$ cat src/rtl/fft16_mem_ctrl_pkg.sv
// Shared constants, state encoding and address helpers for the 16-point FFT
// memory sequencer.
package fft16_mem_ctrl_pkg;

  localparam int unsigned FFT_N     = 16;
  localparam int unsigned FFT_LOG2N = 4;
  localparam int unsigned DATA_W    = 32;

  typedef enum logic [2:0] {
    ST_IDLE   = 3'd0,
    ST_LOAD   = 3'd1,
    ST_CALC   = 3'd2,
    ST_DRAIN  = 3'd3,
    ST_UNLOAD = 3'd4
  } state_t;

  function automatic logic [FFT_LOG2N-1:0] bitrev4(input logic [FFT_LOG2N-1:0] v);
    return {v[0], v[1], v[2], v[3]};
  endfunction

endpackage

$ cat src/rtl/fft16_mem_ctrl_if.sv
// Handshake, memory-port and butterfly-control bundle between the sequencer
// (master) and its memory/datapath environment (slave).
interface fft16_mem_ctrl_if;
  import fft16_mem_ctrl_pkg::*;

  logic                 start;
  logic                 busy;
  logic                 done;
  logic                 in_valid;
  logic                 in_ready;
  logic                 out_valid;
  logic                 out_ready;
  logic [3:0]           out_idx;
  logic                 wr_sel;
  logic [3:0]           write_addr_1;
  logic                 write_en_1;
  logic [3:0]           write_addr_2;
  logic                 write_en_2;
  logic [3:0]           read_addr_1;
  logic [3:0]           read_addr_2;
  logic                 bf_valid;
  logic [2:0]           tw_idx;
  logic [1:0]           stage;
  // Memory read port 1 as seen by the environment; the sequencer never uses it.
  logic [DATA_W-1:0]    read_data_1;

  modport master (
    input  start, in_valid, out_ready,
    output busy, done, in_ready, out_valid, out_idx, wr_sel,
           write_addr_1, write_en_1, write_addr_2, write_en_2,
           read_addr_1, read_addr_2, bf_valid, tw_idx, stage
  );

  modport slave (
    output start, in_valid, out_ready, read_data_1,
    input  busy, done, in_ready, out_valid, out_idx, wr_sel,
           write_addr_1, write_en_1, write_addr_2, write_en_2,
           read_addr_1, read_addr_2, bf_valid, tw_idx, stage
  );

endinterface

$ cat src/rtl/fft16_wb_delay.sv
// BF_LAT-deep {valid, addr_a, addr_b} pipe that aligns write-back addresses
// with the butterfly unit's results.
module fft16_wb_delay
  import fft16_mem_ctrl_pkg::*;
#(
  parameter int unsigned BF_LAT = 2
) (
  input  logic                 clk,
  input  logic                 rst_n,
  input  logic                 i_valid,
  input  logic [FFT_LOG2N-1:0] i_addr_a,
  input  logic [FFT_LOG2N-1:0] i_addr_b,
  output logic                 o_valid,
  output logic [FFT_LOG2N-1:0] o_addr_a,
  output logic [FFT_LOG2N-1:0] o_addr_b
);

  logic [BF_LAT-1:0]    r_valid;
  logic [FFT_LOG2N-1:0] r_addr_a [BF_LAT];
  logic [FFT_LOG2N-1:0] r_addr_b [BF_LAT];

  always_ff @(posedge clk or negedge rst_n) begin
    if (!rst_n) begin
      r_valid <= '0;
      for (int unsigned i = 0; i < BF_LAT; i++) begin
        r_addr_a[i] <= '0;
        r_addr_b[i] <= '0;
      end
    end else begin
      r_valid[0]  <= i_valid;
      r_addr_a[0] <= i_addr_a;
      r_addr_b[0] <= i_addr_b;
      for (int unsigned i = 1; i < BF_LAT; i++) begin
        r_valid[i]  <= r_valid[i-1];
        r_addr_a[i] <= r_addr_a[i-1];
        r_addr_b[i] <= r_addr_b[i-1];
      end
    end
  end

  assign o_valid  = r_valid[BF_LAT-1];
  assign o_addr_a = r_addr_a[BF_LAT-1];
  assign o_addr_b = r_addr_b[BF_LAT-1];

endmodule

$ cat src/rtl/fft16_mem_ctrl.sv
// 16-point radix-2 DIT FFT memory sequencer: bit-reversed load, 4 in-place
// butterfly stages through an external BF_LAT-cycle unit, natural-order unload.
module fft16_mem_ctrl
  import fft16_mem_ctrl_pkg::*;
#(
  parameter int unsigned BF_LAT = 2
) (
  input  logic             clk,
  input  logic             rst_n,
  fft16_mem_ctrl_if.master bus
);

  localparam logic [3:0] LAST_IDX   = 4'(FFT_N - 1);
  localparam logic [3:0] LAST_K     = 4'(FFT_N / 2 - 1);
  localparam logic [3:0] DRAIN_LAST = 4'(BF_LAT - 1);
  localparam logic [1:0] LAST_STAGE = 2'(FFT_LOG2N - 1);

  state_t     r_state, w_state_nx;
  logic [3:0] r_cnt, w_cnt_nx;
  logic [1:0] r_stage, w_stage_nx;
  logic       r_done, w_done_nx;

  logic [3:0] w_span, w_pos, w_grp, w_a, w_b;
  logic       w_issue;
  logic       w_wb_valid;
  logic [3:0] w_wb_a, w_wb_b;

  // a = grp*2*span + pos; pos < span so the sum reduces to an OR.
  assign w_span  = 4'd1 << r_stage;
  assign w_pos   = {1'b0, r_cnt[2:0]} & (w_span - 4'd1);
  assign w_grp   = {1'b0, r_cnt[2:0]} >> r_stage;
  assign w_a     = (w_grp << ({1'b0, r_stage} + 3'd1)) | w_pos;
  assign w_b     = w_a + w_span;
  assign w_issue = (r_state == ST_CALC);

  fft16_wb_delay #(.BF_LAT(BF_LAT)) u_wb_delay (
    .clk      (clk),
    .rst_n    (rst_n),
    .i_valid  (w_issue),
    .i_addr_a (w_a),
    .i_addr_b (w_b),
    .o_valid  (w_wb_valid),
    .o_addr_a (w_wb_a),
    .o_addr_b (w_wb_b)
  );

  always_ff @(posedge clk or negedge rst_n) begin
    if (!rst_n) begin
      r_state <= ST_IDLE;
      r_cnt   <= '0;
      r_stage <= '0;
      r_done  <= 1'b0;
    end else begin
      r_state <= w_state_nx;
      r_cnt   <= w_cnt_nx;
      r_stage <= w_stage_nx;
      r_done  <= w_done_nx;
    end
  end

  always_comb begin
    w_state_nx       = r_state;
    w_cnt_nx         = r_cnt;
    w_stage_nx       = r_stage;
    w_done_nx        = 1'b0;
    bus.busy         = (r_state != ST_IDLE);
    bus.done         = r_done;
    bus.in_ready     = 1'b0;
    bus.out_valid    = 1'b0;
    bus.out_idx      = '0;
    bus.bf_valid     = 1'b0;
    bus.read_addr_1  = '0;
    bus.read_addr_2  = '0;
    bus.tw_idx       = '0;
    bus.stage        = r_stage;
    bus.wr_sel       = w_wb_valid;
    bus.write_en_1   = w_wb_valid;
    bus.write_en_2   = w_wb_valid;
    bus.write_addr_1 = w_wb_valid ? w_wb_a : '0;
    bus.write_addr_2 = w_wb_valid ? w_wb_b : '0;

    case (r_state)
      ST_IDLE: begin
        if (bus.start) begin
          w_state_nx = ST_LOAD;
          w_cnt_nx   = '0;
          w_stage_nx = '0;
        end
      end
      ST_LOAD: begin
        bus.in_ready = 1'b1;
        bus.wr_sel   = 1'b0;
        if (bus.in_valid) begin
          bus.write_en_1   = 1'b1;
          bus.write_addr_1 = bitrev4(r_cnt);
          w_cnt_nx         = r_cnt + 4'd1;
          if (r_cnt == LAST_IDX) begin
            w_state_nx = ST_CALC;
            w_cnt_nx   = '0;
          end
        end
      end
      ST_CALC: begin
        bus.bf_valid    = 1'b1;
        bus.read_addr_1 = w_a;
        bus.read_addr_2 = w_b;
        bus.tw_idx      = w_pos[2:0] << (2'd3 - r_stage);
        w_cnt_nx        = r_cnt + 4'd1;
        if (r_cnt == LAST_K) begin
          w_state_nx = ST_DRAIN;
          w_cnt_nx   = '0;
        end
      end
      ST_DRAIN: begin
        // Hold off the next stage until its operands have been written back.
        if (r_cnt == DRAIN_LAST) begin
          w_cnt_nx = '0;
          if (r_stage != LAST_STAGE) begin
            w_stage_nx = r_stage + 2'd1;
            w_state_nx = ST_CALC;
          end else begin
            w_state_nx = ST_UNLOAD;
          end
        end else begin
          w_cnt_nx = r_cnt + 4'd1;
        end
      end
      ST_UNLOAD: begin
        bus.out_valid   = 1'b1;
        bus.out_idx     = r_cnt;
        bus.read_addr_1 = r_cnt;
        if (bus.out_ready) begin
          w_cnt_nx = r_cnt + 4'd1;
          if (r_cnt == LAST_IDX) begin
            w_state_nx = ST_IDLE;
            w_cnt_nx   = '0;
            w_stage_nx = '0;
            w_done_nx  = 1'b1;
          end
        end
      end
      default: w_state_nx = ST_IDLE;
    endcase
  end

endmodule

$ cat src/flat_wrapper.sv
// flat-port wrapper written by rule: the top's interface ports become plain ports
module fft16_mem_ctrl_flat import fft16_mem_ctrl_pkg::*;
#(
  parameter int unsigned BF_LAT = 2
)
  (clk, rst_n, bus_start, bus_in_valid, bus_out_ready, bus_busy, bus_done, bus_in_ready, bus_out_valid, bus_out_idx, bus_wr_sel, bus_write_addr_1, bus_write_en_1, bus_write_addr_2, bus_write_en_2, bus_read_addr_1, bus_read_addr_2, bus_bf_valid, bus_tw_idx, bus_stage);
  fft16_mem_ctrl_if bus_i ();
  input  logic clk;
  input  logic rst_n;
  input wire logic [$bits(bus_i.start)-1:0] bus_start;
  input wire logic [$bits(bus_i.in_valid)-1:0] bus_in_valid;
  input wire logic [$bits(bus_i.out_ready)-1:0] bus_out_ready;
  output wire logic [$bits(bus_i.busy)-1:0] bus_busy;
  output wire logic [$bits(bus_i.done)-1:0] bus_done;
  output wire logic [$bits(bus_i.in_ready)-1:0] bus_in_ready;
  output wire logic [$bits(bus_i.out_valid)-1:0] bus_out_valid;
  output wire logic [$bits(bus_i.out_idx)-1:0] bus_out_idx;
  output wire logic [$bits(bus_i.wr_sel)-1:0] bus_wr_sel;
  output wire logic [$bits(bus_i.write_addr_1)-1:0] bus_write_addr_1;
  output wire logic [$bits(bus_i.write_en_1)-1:0] bus_write_en_1;
  output wire logic [$bits(bus_i.write_addr_2)-1:0] bus_write_addr_2;
  output wire logic [$bits(bus_i.write_en_2)-1:0] bus_write_en_2;
  output wire logic [$bits(bus_i.read_addr_1)-1:0] bus_read_addr_1;
  output wire logic [$bits(bus_i.read_addr_2)-1:0] bus_read_addr_2;
  output wire logic [$bits(bus_i.bf_valid)-1:0] bus_bf_valid;
  output wire logic [$bits(bus_i.tw_idx)-1:0] bus_tw_idx;
  output wire logic [$bits(bus_i.stage)-1:0] bus_stage;
  assign bus_i.start = bus_start;
  assign bus_i.in_valid = bus_in_valid;
  assign bus_i.out_ready = bus_out_ready;
  assign bus_busy = bus_i.busy;
  assign bus_done = bus_i.done;
  assign bus_in_ready = bus_i.in_ready;
  assign bus_out_valid = bus_i.out_valid;
  assign bus_out_idx = bus_i.out_idx;
  assign bus_wr_sel = bus_i.wr_sel;
  assign bus_write_addr_1 = bus_i.write_addr_1;
  assign bus_write_en_1 = bus_i.write_en_1;
  assign bus_write_addr_2 = bus_i.write_addr_2;
  assign bus_write_en_2 = bus_i.write_en_2;
  assign bus_read_addr_1 = bus_i.read_addr_1;
  assign bus_read_addr_2 = bus_i.read_addr_2;
  assign bus_bf_valid = bus_i.bf_valid;
  assign bus_tw_idx = bus_i.tw_idx;
  assign bus_stage = bus_i.stage;
  fft16_mem_ctrl #(.BF_LAT(BF_LAT)) u_core (.clk(clk), .rst_n(rst_n), .bus(bus_i));
endmodule
$ cat config.mk
export PLATFORM = sky130hd
export DESIGN_NAME = fft16_mem_ctrl_flat
export DESIGN_NICKNAME = d
export VERILOG_FILES = /design/src/rtl/fft16_mem_ctrl_pkg.sv /design/src/rtl/fft16_mem_ctrl_if.sv /design/src/rtl/fft16_wb_delay.sv /design/src/rtl/fft16_mem_ctrl.sv /design/src/flat_wrapper.sv
export SDC_FILE = /design/constraint.sdc
export NUM_CORES = 1
export LEC_CHECK = 0
export ABC_AREA = 1
export ABC_CLOCK_PERIOD_IN_PS = 3400
export CORE_MARGIN = 3
export CORE_UTILIZATION = 49
export CTS_BUF_LIST = sky130_fd_sc_hd__clkbuf_8
export CTS_CLUSTER_DIAMETER = 30
export DETAILED_ROUTE_END_ITERATION = 6
export GPL_TIMING_DRIVEN = 1
export PLACE_DENSITY = 0.75
export SYNTH_ARGS = -nofsm -noshare
export SYNTH_HDL_FRONTEND = slang
export SYNTH_SLANG_ARGS = --single-unit
$ cat constraint.sdc
create_clock -name clk -period 3.4 [get_ports clk]
set_input_delay 1.02 -clock clk [delete_from_list [all_inputs] [get_ports clk]]
set_output_delay 1.02 -clock clk [all_outputs]
set_load 0.03 [all_outputs]
### Yosys cells after proc, flatten, opt, wreduce, memory -nomap -nowiden

Index checks and enable logic that the tools add are counted.

* register bits: 28
* bits in latches: 0
* memory bits (writable): 0
* bits in read-only memories: 0
* input bits: 5
* output and inout port bits: 33
* memories: 0

* $add $sub $neg: 6
* $mul: 0
* divide/modulo/power cells: 0
* $lt $le $gt $ge: 0
* equal/unequal tests: 16
* shifts and indexed selects: 4
* multiplexer cells: 39
* bitwise operators: 2
* reduce and logical (&&, ||, !) cells: 7

Operator list (number)
* $mux W4: 12
* $mux W3: 9
* $pmux W4 S5: 1
* $pmux W3 S5: 1
* $mux W2: 5
* $ne A2 B1 Y1 const B: 5
* $mux W1: 9
* $ne A2 B2 Y1 const B: 4
* $pmux W4 S2: 1
* $reduce_and A7 Y1: 1
* $eq A3 B2 Y1 const B: 2
* $pmux W2 S3: 1
* $reduce_and A6 Y1: 1
* $reduce_bool A3 Y1: 2
* $reduce_bool A5 Y1: 1
* $add A4 B1 Y4 const B: 1
* $add A4 B4 Y4: 1
* $and A3 B4 Y4: 1
* $eq A4 B1 Y1 const B: 1
* $eq A4 B3 Y1 const B: 1
* $eq A4 B4 Y1 const B: 1
* $or A4 B4 Y4: 1
* $reduce_and A4 Y1: 1
* $shl A1 B2 Y4 const A: 1
* other kinds (10): 10

### Logic depth before layout (Yosys ltp)

Gate-level depths: netlist of the first run.

* word-level depth: 6
* mapped depth: 14
* mapped depth without buffers: 14

### By module

From an unflattened synthesis of the first run, not the netlist that was laid out.

* cells, all modules: 232
* area total of the unflattened synthesis: 1744.2 µm²

By module, submodules not included
* fft16_mem_ctrl: instances 1, cells an instance 206, area each 1233.7 µm²
* fft16_wb_delay: instances 1, cells an instance 26, area each 510.5 µm²

### Worst setup path after synthesis of the first run

OpenSTA, ideal clock, no wires.

* path type: reg-to-output
* start point: reg u_core.r_stage[0], in the netlist u_core.bus.stage[0]
* end point: out bus_read_addr_2[2]
* arrival: 2.787 ns
* data required time: 2.380 ns
* path slack: -0.407 ns
* stages on the path, launching flop included: 11
* path buffers: 1
* cells stage by stage: dfrtp_1 -> buf_2 -> inv_1 -> ha_1 -> nor2_1 -> inv_1 -> o22ai_1 -> ha_1 -> fa_1 -> or2_2 -> a21oi_1

* longest elaborated chain between the ends: 6
* elaborated cells between the ends (all ways): 9

RTL lines
* start, declared: RTL line fft16_mem_ctrl.sv:20 `logic [1:0] r_stage, w_stage_nx;`
* start signal, assigned: RTL line fft16_mem_ctrl.sv:56 `r_stage <= w_stage_nx;`
* $shl A1 B2 Y4: RTL line fft16_mem_ctrl.sv:29 `assign w_span = 4'd1 << r_stage;`
* $sub A4 B1 Y4: RTL line fft16_mem_ctrl.sv:30 `assign w_pos = {1'b0, r_cnt[2:0]} & (w_span - 4'd1);`
* $and A3 B4 Y4: RTL line fft16_mem_ctrl.sv:30
* $or A4 B4 Y4 (*): RTL line fft16_mem_ctrl.sv:32 `assign w_a = (w_grp << ({1'b0, r_stage} + 3'd1)) | w_pos;`
* net u_core.u_wb_delay.i_addr_a[0]: RTL line fft16_wb_delay.sv:11 `input logic [FFT_LOG2N-1:0] i_addr_a,`
* $add A4 B4 Y4 (*): RTL line fft16_mem_ctrl.sv:33 `assign w_b = w_a + w_span;`
* $mux W4 (*): RTL line fft16_mem_ctrl.sv:82 `case (r_state)`
* end, declared: RTL line flat_wrapper.sv:24 `output wire logic [$bits(bus_i.read_addr_2)-1:0] bus_read_addr_2;`

Mark *: on every way through the listed nets, which the timed path passes. The rest lies on a longest branch.

### Final worst setup path of the first run

* start point: reg u_core.r_stage[1], in the netlist u_core.bus.stage[1]
* end point: out bus_read_addr_2[3]

Same word-level chain as after synthesis.

==> metrics.yaml, run 1 <==
sta:
  setup-tns-final_ps: -86.6
  rsz0062_at_grt: "yes"
  relSlewSlack_pct: 76.3
  min_period_ps: 3440
  finalHoldViolCount: 0
  finClkSkew_ps: 2.97
  final_max_slew_viol_count: 0
  min_period_over_period_pct: 101
  max_freq_mhz: 290
  setup_viol: 2
  worst_pin_slew_ps: 355
  worst_slack_ps: -44.3
cts:
  cts_buffers: 3
  tritoncts: "done"
  clk_pin_slew_ps: 100
  h-tree-depth: 1
  cts_buffer_depth: 2
  cts_root_buf: "clkbuf_8"
  cts_sinks: 28
  insertion_delay_ps: 270
global_route:
  grt_pass1_vias: 1574
  grt_usage_pct: 21.3
  overflow: 0
  grt_max_degree: 29
  grt_pass1_wl_mm: 7.01
  antenna_found_initial: 0
critical_path:
  critPathKind: "register to output port"
  crit_path_max_fanout: 4
  cp_num_buf_inv: 4
  worstPathArrival_ps: 2420
  crit_family: "compound AO/OA/AOI/OAI gates"
  cpMaxStageDelayCell: "dfrtp_2"
  regToRegSetupSlack_ps: 1360
  worst_setup_path_end_kind: "output port"
  required_ps: 2380
  worstPathCellList: "inv_4 > ha_4 > inv_2 > o21ai_2 > a21oi_2 > a21o_1 > buf_6 > ha_4 > nand2_2 > a21oi_2 > nor2_2 > nand4_1 > nand2_2 > nor2_2 > buf_6"
  critical-path-max-stage-delay_ps: 440
  critPathLaunchType: "register"
detailed_routing:
  drt_iter0_drc: 102
  drt-total-wl_mm: 4.15
  via_per_inst: 4.94
  post-route-drc-count: 0
  drt-wirelength-per-cell_um: 12.8
  vias: 1599
  ant_nets: 0
  drtPass1Iterations: 6
floorplanning:
  coreArea_um2: 3150
  ioPinCount: 38
  die_height_um: 64.6
  dieArea_um2: 4180
  rows: 20
  die_x_um: 64.6
  initial_utilization_pct: 53.4
placed_design:
  io_buffers: 37
  detailed_place_hpwl_mm: 3.11
  dp.cells: 316
  pre_cts_ws_ps: -150
  place.gp.congestion: 0.874
synthesis:
  synthTopCellsByArea: "dfrtp_1, nand2_1, ha_1"
  syn_inst: 216
  synth_warnings: 0
  synthArstFlopShare_pct: 100
  synth_top_flop_cell: "dfrtp_1"
  synth_area_um2: 1680
  synth.most_common_cell: "nand2_1"
  synth-seq-cells: 28
  syn_nets: 232
  synth_area_leader_cell: "dfrtp_1"
  synth_area_per_cell_um2: 7.80
  synth_top_cells_by_count: "nand2_1, inv_1, dfrtp_1"
  ys_seq_area_share_pct: 41.6
  netlist-cell-type-count: 28
  synth-edff-count: 0
  synth.top_cell.area_share_pct: 41.6
min_path:
  hold_class: "register to register"
cells_and_area:
  layout-drive-gt1-share_pct: 30.7
  n_antenna_cell: 0
  nets: 297
  area_growth_pct: 46.2
  final_cells: 324
  post-route-util_pct: 78.1
pwr:
  vdd_drop_max_mv: 0.490
  p_per_area_nw_per_um2: 677
  p_switching_mw: 0.685
  p_comb_share_pct: 54.8
  finalPower_mw: 1.67
  pwr-share-clk_pct: 15.7
  seq_power_share_pct: 29.4
  swShare_pct: 41.1
  p_leak_nw: 1.25
  internal_power_mw: 0.982
run:
  maxCapViolations: 0
run_status:
  violations: "setup timing"
  status: "complete, but fails checks"
[worst reg2reg max path, cell delays in order (launching register included)]
cell and delay, ps:
dfrtp_2 440, buf_4 140, ha_2 190, buf_4 140, inv_2 40, nand2_1 40
o211ai_1 210, ha_1 280, inv_2 70, a21oi_2 30, nor2_2 110, nand4_1 120
nand2_2 90, inv_1 40
[cells in the final DEF (no fill, tap or decap), drive strengths merged, types with 4 or more instances in the layout]
cell and n:
a21oi 6, buf 34, clkdlybuf4s50 24, dfrtp 28, dlygate4sd2 4, ha 10
inv 36, nand2 57, nand3 22, nor2 25, o21ai 17
[power groups by stage]
stage          Combinational, mW  Sequential, mW  Clock [mW]
6_report                   0.914           0.490       0.262
5_1_grt                     1.00           0.500       0.281
4_1_cts                    0.800           0.487       0.264
3_5_place_dp               0.804           0.492           0
3_3_place_gp               0.793           0.487           0
2_1_floorplan              0.466           0.496           0
[flip-flops by register name, indices dropped and copies added, names as in the netlist]
name / flops
u_core.r_state: 3
u_core.u_wb_delay.r_addr_a: 4
u_core.bus.stage: 2
u_core.u_wb_delay.r_addr_b: 4
u_core.u_wb_delay.o_addr_a: 4
u_core.u_wb_delay.r_valid: 2
u_core.bus.done: 1
u_core.r_cnt: 4
u_core.u_wb_delay.o_addr_b: 4
[cell type report]
type,instances,area (um^2)
Sequential cell,28,703
Multi-Input combinational cell,149,926
Tap cell,44,55.1
Clock inverter,1,30.0
Timing Repair Buffer,63,562
Inverter,36,145
Fill cell,219,691
Clock buffer,3,41.3
[per-stage QoR]
stage | hold slack, ps | area [um^2]
global route | 361 | 2460
detailed placement | 335 | 2270
CTS | 357 | 2360
global placement | 331 | 2270
floorplan | 331 | 1720
finish | 356 | 2460
[final timing paths]
check	from	depth (start not counted)	end
worst max-delay path	u_core.bus.stage[1]	15	bus_read_addr_2[3]
worst min-delay path	u_core.u_wb_delay.r_valid[0]	0	u_core.u_wb_delay.r_valid[1]
worst max register to register	u_core.bus.stage[1]	13	u_core.u_wb_delay.r_addr_b[7]
worst min register to register	u_core.u_wb_delay.r_valid[0]	0	u_core.u_wb_delay.r_valid[1]
max in group asynchronous	rst_n	2	u_core.bus.stage[0]
min in group asynchronous	rst_n	2	u_core.u_wb_delay.r_valid[1]
[logic make-up after synthesis]
| logic type | synth area share (%) |
|---|---|
| compound gates | 8.77 |
| xor+xnor | 0.520 |
| fa+ha+maj | 8.62 |
| buf+inv | 9.29 |
| flops | 41.6 |
| simple gates | 31.2 |
[per-layer routing]
layer	wire, um	up-vias	share of wire [%]	global-route usage [%]
li1	-	811	-	-
met1	1940	739	47	29.5
met2	1980	43	48	34.3
met3	172	6	4.1	2.43
met4	57	0	1.4	8.18
met5	0	-	0	0
[timing repair]
action	CTS	global route
resized for setup	13	27
setup endpoints to repair	8	5
setup buffers	0	4
pin swaps	0	16
hold buffers	0	0
Note: power is estimated with default switching activity, not from simulation.
==> run 2: changes to the inputs <==
--- a/config.mk
+++ b/config.mk
@@ -7,7 +7,7 @@
 export LEC_CHECK = 0
 export ABC_AREA = 1
 export ABC_CLOCK_PERIOD_IN_PS = 3400
-export CORE_MARGIN = 3
+export CORE_MARGIN = 2
 export CORE_UTILIZATION = 49
 export CTS_BUF_LIST = sky130_fd_sc_hd__clkbuf_8
 export CTS_CLUSTER_DIAMETER = 30
==> metrics.yaml, run 2 (same netlist as run 1, synthesis figures left out) <==
run_status:
  status: "complete, but fails checks"  # unchanged
  violations: "setup timing"  # unchanged
critical_path:
  crit_family: "adder cells"  # was compound AO/OA/AOI/OAI gates
  crit_path_frequent_cell: "buf_6"
  crit_path_max_fanout: 5  # was 4
  worst_setup_path_end_kind: "output port"  # unchanged
  critPathLaunchType: "register"  # unchanged
  cpMaxStageDelayCell: "dfrtp_2"  # unchanged
  critPathKind: "register to output port"  # unchanged
  cp_num_buf_inv: 4  # unchanged
  required_ps: 2380  # about the same
  worstPathCellList: "inv_2 > ha_4 > nor2_4 > buf_6 > a21o_1 > buf_6 > ha_4 > nand2_2 > a21oi_2 > nor2_2 > nand4_1 > nand2_2 > nor2_2 > buf_6"  # was inv_4 > ha_4 > inv_2 > o21ai_2 > a21oi_2 > a21o_1 > buf_6 > ha_4 > nand2_2 > a21oi_2 > nor2_2 > nand4_1 > nand2_2 > nor2_2 > buf_6
  worstPathArrival_ps: 2410  # was 2420 ps
  critical-path-max-stage-delay_ps: 450  # was 440 ps
placed_design:
  dp.cells: 316  # unchanged
  io_buffers: 37  # unchanged
  dpl_cell_area_um2: 2260  # was 2270 um^2
  place.gp.congestion: 0.880  # was 0.874
  detailed_place_hpwl_mm: 3.12  # was 3.11 mm
cells_and_area:
  post-route-util_pct: 74.4  # was 78.1%
  final_common_cell: "nand2_1"  # unchanged
  n_antenna_cell: 0  # unchanged
  final_cell_mix: "nand2_1, inv_1, buf_4, dfrtp_1, clkdlybuf4s50_1"  # was nand2_1, buf_4, inv_1, dfrtp_1, clkdlybuf4s50_1
  nets: 296  # was 297
  final_cells: 325  # was 324
  area_growth_pct: 46.2  # unchanged
  layout-drive-gt1-share_pct: 29.0  # was 30.7%
  final_area_um2: 2460  # unchanged
  fill_cells: 273  # was 219
floorplanning:
  die_height_um: 62.6  # was 64.6 um
  rows: 21  # was 20
  ioPinCount: 38  # unchanged
  die_x_um: 62.6  # was 64.6 um
  initial_utilization_pct: 50.9  # was 53.4%
  coreArea_um2: 3310  # was 3150 um^2
  dieArea_um2: 3920  # was 4180 um^2
sta:
  setup_viol: 2  # unchanged
  finClkSkew_ps: 5.76  # was 2.97 ps
  finalHoldViolCount: 0  # unchanged
  min_period_over_period_pct: 101  # about the same
  fin_hold_ws_ps: 356  # about the same
  max_freq_mhz: 291  # was 290 MHz
  setup-tns-final_ps: -36.1  # was -86.6 ps
  worst_pin_slew_ps: 369  # was 355 ps
  worst_slack_ps: -33.3  # was -44.3 ps
  relSlewSlack_pct: 75.4  # was 76.3%
  final_max_slew_viol_count: 0  # unchanged
  min_period_ps: 3430  # was 3440 ps
  rsz0062_at_grt: "yes"  # unchanged
cts:
  clk_pin_slew_ps: 100  # about the same
  h-tree-depth: 1  # unchanged
  ctsHoldBuffers: 0  # unchanged
  insertion_delay_ps: 280  # was 270 ps
  cts_buffer_depth: 2  # unchanged
  tritoncts: "done"  # unchanged
  cts_root_buf: "clkbuf_8"  # unchanged
  cts_sinks: 28  # unchanged
  cts_buffers: 3  # unchanged
detailed_routing:
  via_per_inst: 4.95  # was 4.94
  vias: 1610  # was 1599
  drt-total-wl_mm: 4.07  # was 4.15 mm
  drt_iter0_drc: 103  # was 102
  drt-wirelength-per-cell_um: 12.5  # was 12.8 um
  ant_nets: 0  # unchanged
  post-route-drc-count: 0  # unchanged
  drtPass1Iterations: 4  # was 6
global_route:
  overflow: 0  # unchanged
  grt_max_degree: 23  # was 29
  grt_pass1_wl_mm: 7.07  # was 7.01 mm
  antenna_found_initial: 0  # unchanged
  grt_pass1_vias: 1552  # was 1574
  grt_usage_pct: 22.6  # was 21.3%
run:
  maxCapViolations: 0  # unchanged
min_path:
  hold_class: "register to register"  # unchanged
pwr:
  p_leak_nw: 1.32  # was 1.25 nW
  p_per_area_nw_per_um2: 679  # was 677 nW/um^2
  vdd_drop_max_mv: 0.413  # was 0.490 mV
## run 2: repair_timing
action	4_1_cts	5_1_grt
resized for setup	24	11
hold endpoints to repair	0	0
endpoints found under the setup margin	7	9
buffers inserted	4	1
pin swaps	14	9
## run 2: routing by layer
metal	share of wire (%)	global-route usage, %	up-vias
met5	0	0	-
met2	49	37.9	38
met3	4.2	2.52	2
met1	46	30.7	759
li1	-	-	811
met4	0.66	7.22	0
## run 2: final cells by class
cell class                 instances  area (um^2)  area share (%)
inverter                          36          145            5.89
clock buffer                       3         41.3            1.68
clock inverter                     1         30.0            1.22
multi-input combinational        149          921            37.4
timing repair buffer              62          564            22.9
sequential                        28          703            28.6
tap                               46         57.6            2.34
## run 2: worst paths after layout
| path | from | to | slack (ps) | cells after the start |
|---|---|---|---|---|
| min | u_core.u_wb_delay.r_addr_a[5] | u_core.u_wb_delay.o_addr_a[1] | 360 | 0 |
| min in group asynchronous | rst_n | u_core.r_state[2] | 990 | 1 |
| min reg2reg | u_core.u_wb_delay.r_addr_a[5] | u_core.u_wb_delay.o_addr_a[1] | 360 | 0 |
| max in group asynchronous | rst_n | u_core.r_cnt[1] | 1820 | 2 |
| max reg2reg | u_core.bus.stage[0] | u_core.u_wb_delay.r_addr_b[7] | 1230 | 15 |
| max | u_core.bus.stage[0] | bus_read_addr_2[3] | -30 | 14 |
## run 2: where the power goes
group | internal, mW | total (mW) | switching (mW) | leakage (nW)
registers | 0.428 | 0.480 | 0.0523 | 0.340
logic | 0.407 | 0.927 | 0.520 | 0.941
clock network | 0.158 | 0.264 | 0.107 | 0.0357
total | 0.992 | 1.67 | 0.679 | 1.32
## run 2: stage by stage
stage                     total power, mW  setup WS, ps
after floorplan                     0.962          10.6
after global placement               1.28         -49.7
after detailed placement             1.30         -82.4
after CTS                            1.66         -66.0
after global routing                 1.80          -137
final                                1.67         -33.3
==> run 3: changes to the inputs <==
--- a/config.mk
+++ b/config.mk
@@ -6,14 +6,16 @@
 export NUM_CORES = 1
 export LEC_CHECK = 0
 export ABC_AREA = 1
-export ABC_CLOCK_PERIOD_IN_PS = 3400
-export CORE_MARGIN = 2
-export CORE_UTILIZATION = 49
+export ABC_CLOCK_PERIOD_IN_PS = 3330
+export CELL_PAD_IN_SITES_DETAIL_PLACEMENT = 1
+export CELL_PAD_IN_SITES_GLOBAL_PLACEMENT = 1
+export CORE_MARGIN = 3
+export CORE_UTILIZATION = 38
 export CTS_BUF_LIST = sky130_fd_sc_hd__clkbuf_8
 export CTS_CLUSTER_DIAMETER = 30
 export DETAILED_ROUTE_END_ITERATION = 6
 export GPL_TIMING_DRIVEN = 1
-export PLACE_DENSITY = 0.75
+export PLACE_DENSITY = 0.8
 export SYNTH_ARGS = -nofsm -noshare
 export SYNTH_HDL_FRONTEND = slang
 export SYNTH_SLANG_ARGS = --single-unit
==> constraint.sdc (replaced) <==
create_clock -name clk -period 3.33 [get_ports clk]
set_input_delay 0.999 -clock clk [delete_from_list [all_inputs] [get_ports clk]]
set_output_delay 0.999 -clock clk [all_outputs]
set_load 0.03 [all_outputs]
==> metrics.yaml, run 3 (same netlist as run 1, synthesis figures left out) <==
floorplanning:
  initial_utilization_pct: 40.6  # was 50.9%
  die_height_um: 72.6  # was 62.6 um
  die_x_um: 72.6  # was 62.6 um
  coreArea_um2: 4140  # was 3310 um^2
  dieArea_um2: 5270  # was 3920 um^2
  ioPinCount: 38  # unchanged
  rows: 23  # was 21
detailed_routing:
  drtPass1Iterations: 4  # unchanged
  vias: 1681  # was 1610
  ant_nets: 0  # unchanged
  post-route-drc-count: 0  # unchanged
  drt-wirelength-per-cell_um: 16.0  # was 12.5 um
  drt-total-wl_mm: 5.26  # was 4.07 mm
  via_per_inst: 5.11  # was 4.95
  drt_iter0_drc: 71  # was 103
cells_and_area:
  final_common_cell: "nand2_1"  # unchanged
  nets: 296  # unchanged
  final_cell_mix: "nand2_1, inv_1, buf_4, dfrtp_1, clkdlybuf4s50_1"  # unchanged
  layout-drive-gt1-share_pct: 31.5  # was 29.0%
  n_antenna_cell: 0  # unchanged
  post-route-util_pct: 59.8  # was 74.4%
  fill_cells: 512  # was 273
  area_growth_pct: 47.3  # was 46.2%
sta:
  setup_viol: 4  # was 2
  worst_slack_ps: -178  # was -33.3 ps
  min_period_over_period_pct: 105
  finalHoldViolCount: 0  # unchanged
  final_max_slew_viol_count: 0  # unchanged
  min_period_ps: 3510
  rsz0062_at_grt: "yes"  # unchanged
  relSlewSlack_pct: 75.2  # was 75.4%
  worst_pin_slew_ps: 370  # was 369 ps
  finClkSkew_ps: 2.30  # was 5.76 ps
  max_freq_mhz: 285
cts:
  ctsHoldBuffers: 0  # unchanged
  tritoncts: "done"  # unchanged
  insertion_delay_ps: 280  # about the same
  h-tree-depth: 1  # unchanged
  cts_root_buf: "clkbuf_8"  # unchanged
  cts_buffer_depth: 2  # unchanged
  cts_buffers: 3  # unchanged
  clk_pin_slew_ps: 100  # about the same
  cts_sinks: 28  # unchanged
pwr:
  finalPower_mw: 1.76  # was 1.67 mW
  p_leak_nw: 1.25  # was 1.32 nW
  p_per_area_nw_per_um2: 712  # was 679 nW/um^2
  vdd_drop_max_mv: 0.352  # was 0.413 mV
placed_design:
  place.gp.congestion: 0.836  # was 0.880
  detailed_place_hpwl_mm: 3.54  # was 3.12 mm
  io_buffers: 37  # unchanged
run_status:
  violations: "setup timing"  # unchanged
  status: "complete, but fails checks"  # unchanged
global_route:
  grt_max_degree: 29  # was 23
  antenna_found_initial: 0  # unchanged
  grt_pass1_vias: 1729  # was 1552
  overflow: 0  # unchanged
  grt_usage_pct: 19.9  # was 22.6%
  grt_pass1_wl_mm: 8.25  # was 7.07 mm
critical_path:
  worst_setup_path_end_kind: "output port"  # unchanged
  required_ps: 2330  # was 2380 ps
  critPathLaunchType: "register"  # unchanged
  crit_path_max_fanout: 4  # was 5
  critPathKind: "register to output port"  # unchanged
  worstPathArrival_ps: 2510  # was 2410 ps
run:
  maxCapViolations: 0  # unchanged
min_path:
  hold_class: "register to register"  # unchanged
-- run 3: changes by cell type in the layout (fill, tap and decap cells not counted), sizes merged --
cell,delta
dlymetal6s2s,-5
clkdlybuf4s50,+1
clkbuf,+1
dlygate4sd2,+3
-- run 3: final timing paths --
kind | depth (start not counted) | from | slack, ps | endpoint
worst max-delay path | 14 | u_core.bus.stage[0] | -180 | bus_read_addr_2[3]
worst min-delay path | 0 | u_core.u_wb_delay.r_addr_a[6] | 360 | u_core.u_wb_delay.o_addr_a[2]
worst max register to register | 13 | u_core.bus.stage[0] | 1090 | u_core.u_wb_delay.r_addr_b[7]
worst min register to register | 0 | u_core.u_wb_delay.r_addr_a[6] | 360 | u_core.u_wb_delay.o_addr_a[2]
max in group asynchronous | 2 | rst_n | 1950 | u_core.bus.stage[0]
min in group asynchronous | 2 | rst_n | 1090 | u_core.u_wb_delay.r_valid[1]
-- run 3: through the flow --
| step | std cells | setup TNS, ps | cell area, um^2 | hold slack [ps] | worst slack [ps] |
|---|---|---|---|---|---|
| floorplan | 216 | 0 | 1720 | 331 | 6.36 |
| global placement | 310 | 0 | 2190 | 332 | 106 |
| detailed placement | 310 | -13.7 | 2190 | 337 | -13.7 |
| CTS | 322 | -235 | 2380 | 360 | -119 |
| global route | 329 | -663 | 2480 | 368 | -287 |
| finish | 329 | -336 | 2480 | 357 | -178 |
-- run 3: critical path, cell delays in order (launching register included) --
cell and delay, ps:
dfrtp_2 490, buf_6 140, ha_4 160, inv_2 60, nand2_2 50, o211ai_1 320, ha_1 310, inv_2 70
a21oi_2 40, nor2_2 130, inv_1 60, nand2_1 80, nand2_2 60, nor2_2 120, buf_6 140
-- run 3: layout make-up --
class / instances / area [um^2] / share of cell area (%)
Clock buffer: 3 / 41.3 / 1.66
Clock inverter: 1 / 30.0 / 1.21
Inverter: 36 / 148 / 5.95
Multi-Input combinational cell: 149 / 938 / 37.8
Sequential cell: 28 / 703 / 28.4
Tap cell: 50 / 62.6 / 2.52
Timing Repair Buffer: 62 / 557 / 22.5
-- run 3: layer usage --
layer	global-route usage [%]	vias to the layer above	wire, um
met4	4.30	0	90
met1	25.7	827	2270
met2	36.3	40	2730
met5	0	-	0
met3	1.65	7	166
li1	-	807	-
-- run 3: repair_timing --
| action | 4_1_cts | 5_1_grt |
|---|---|---|
| pin swaps | 5 | 11 |
| resized for setup | 27 | 16 |
| buffers inserted | 8 | 7 |
| endpoints found under the setup margin | 10 | 6 |
-- run 3: where the power goes --
group / switching, mW / leakage (nW) / internal [mW]
Combinational: 0.559 / 0.879 / 0.415
Clock: 0.113 / 0.0357 / 0.161
Sequential: 0.0804 / 0.340 / 0.436
Total: 0.753 / 1.25 / 1.01
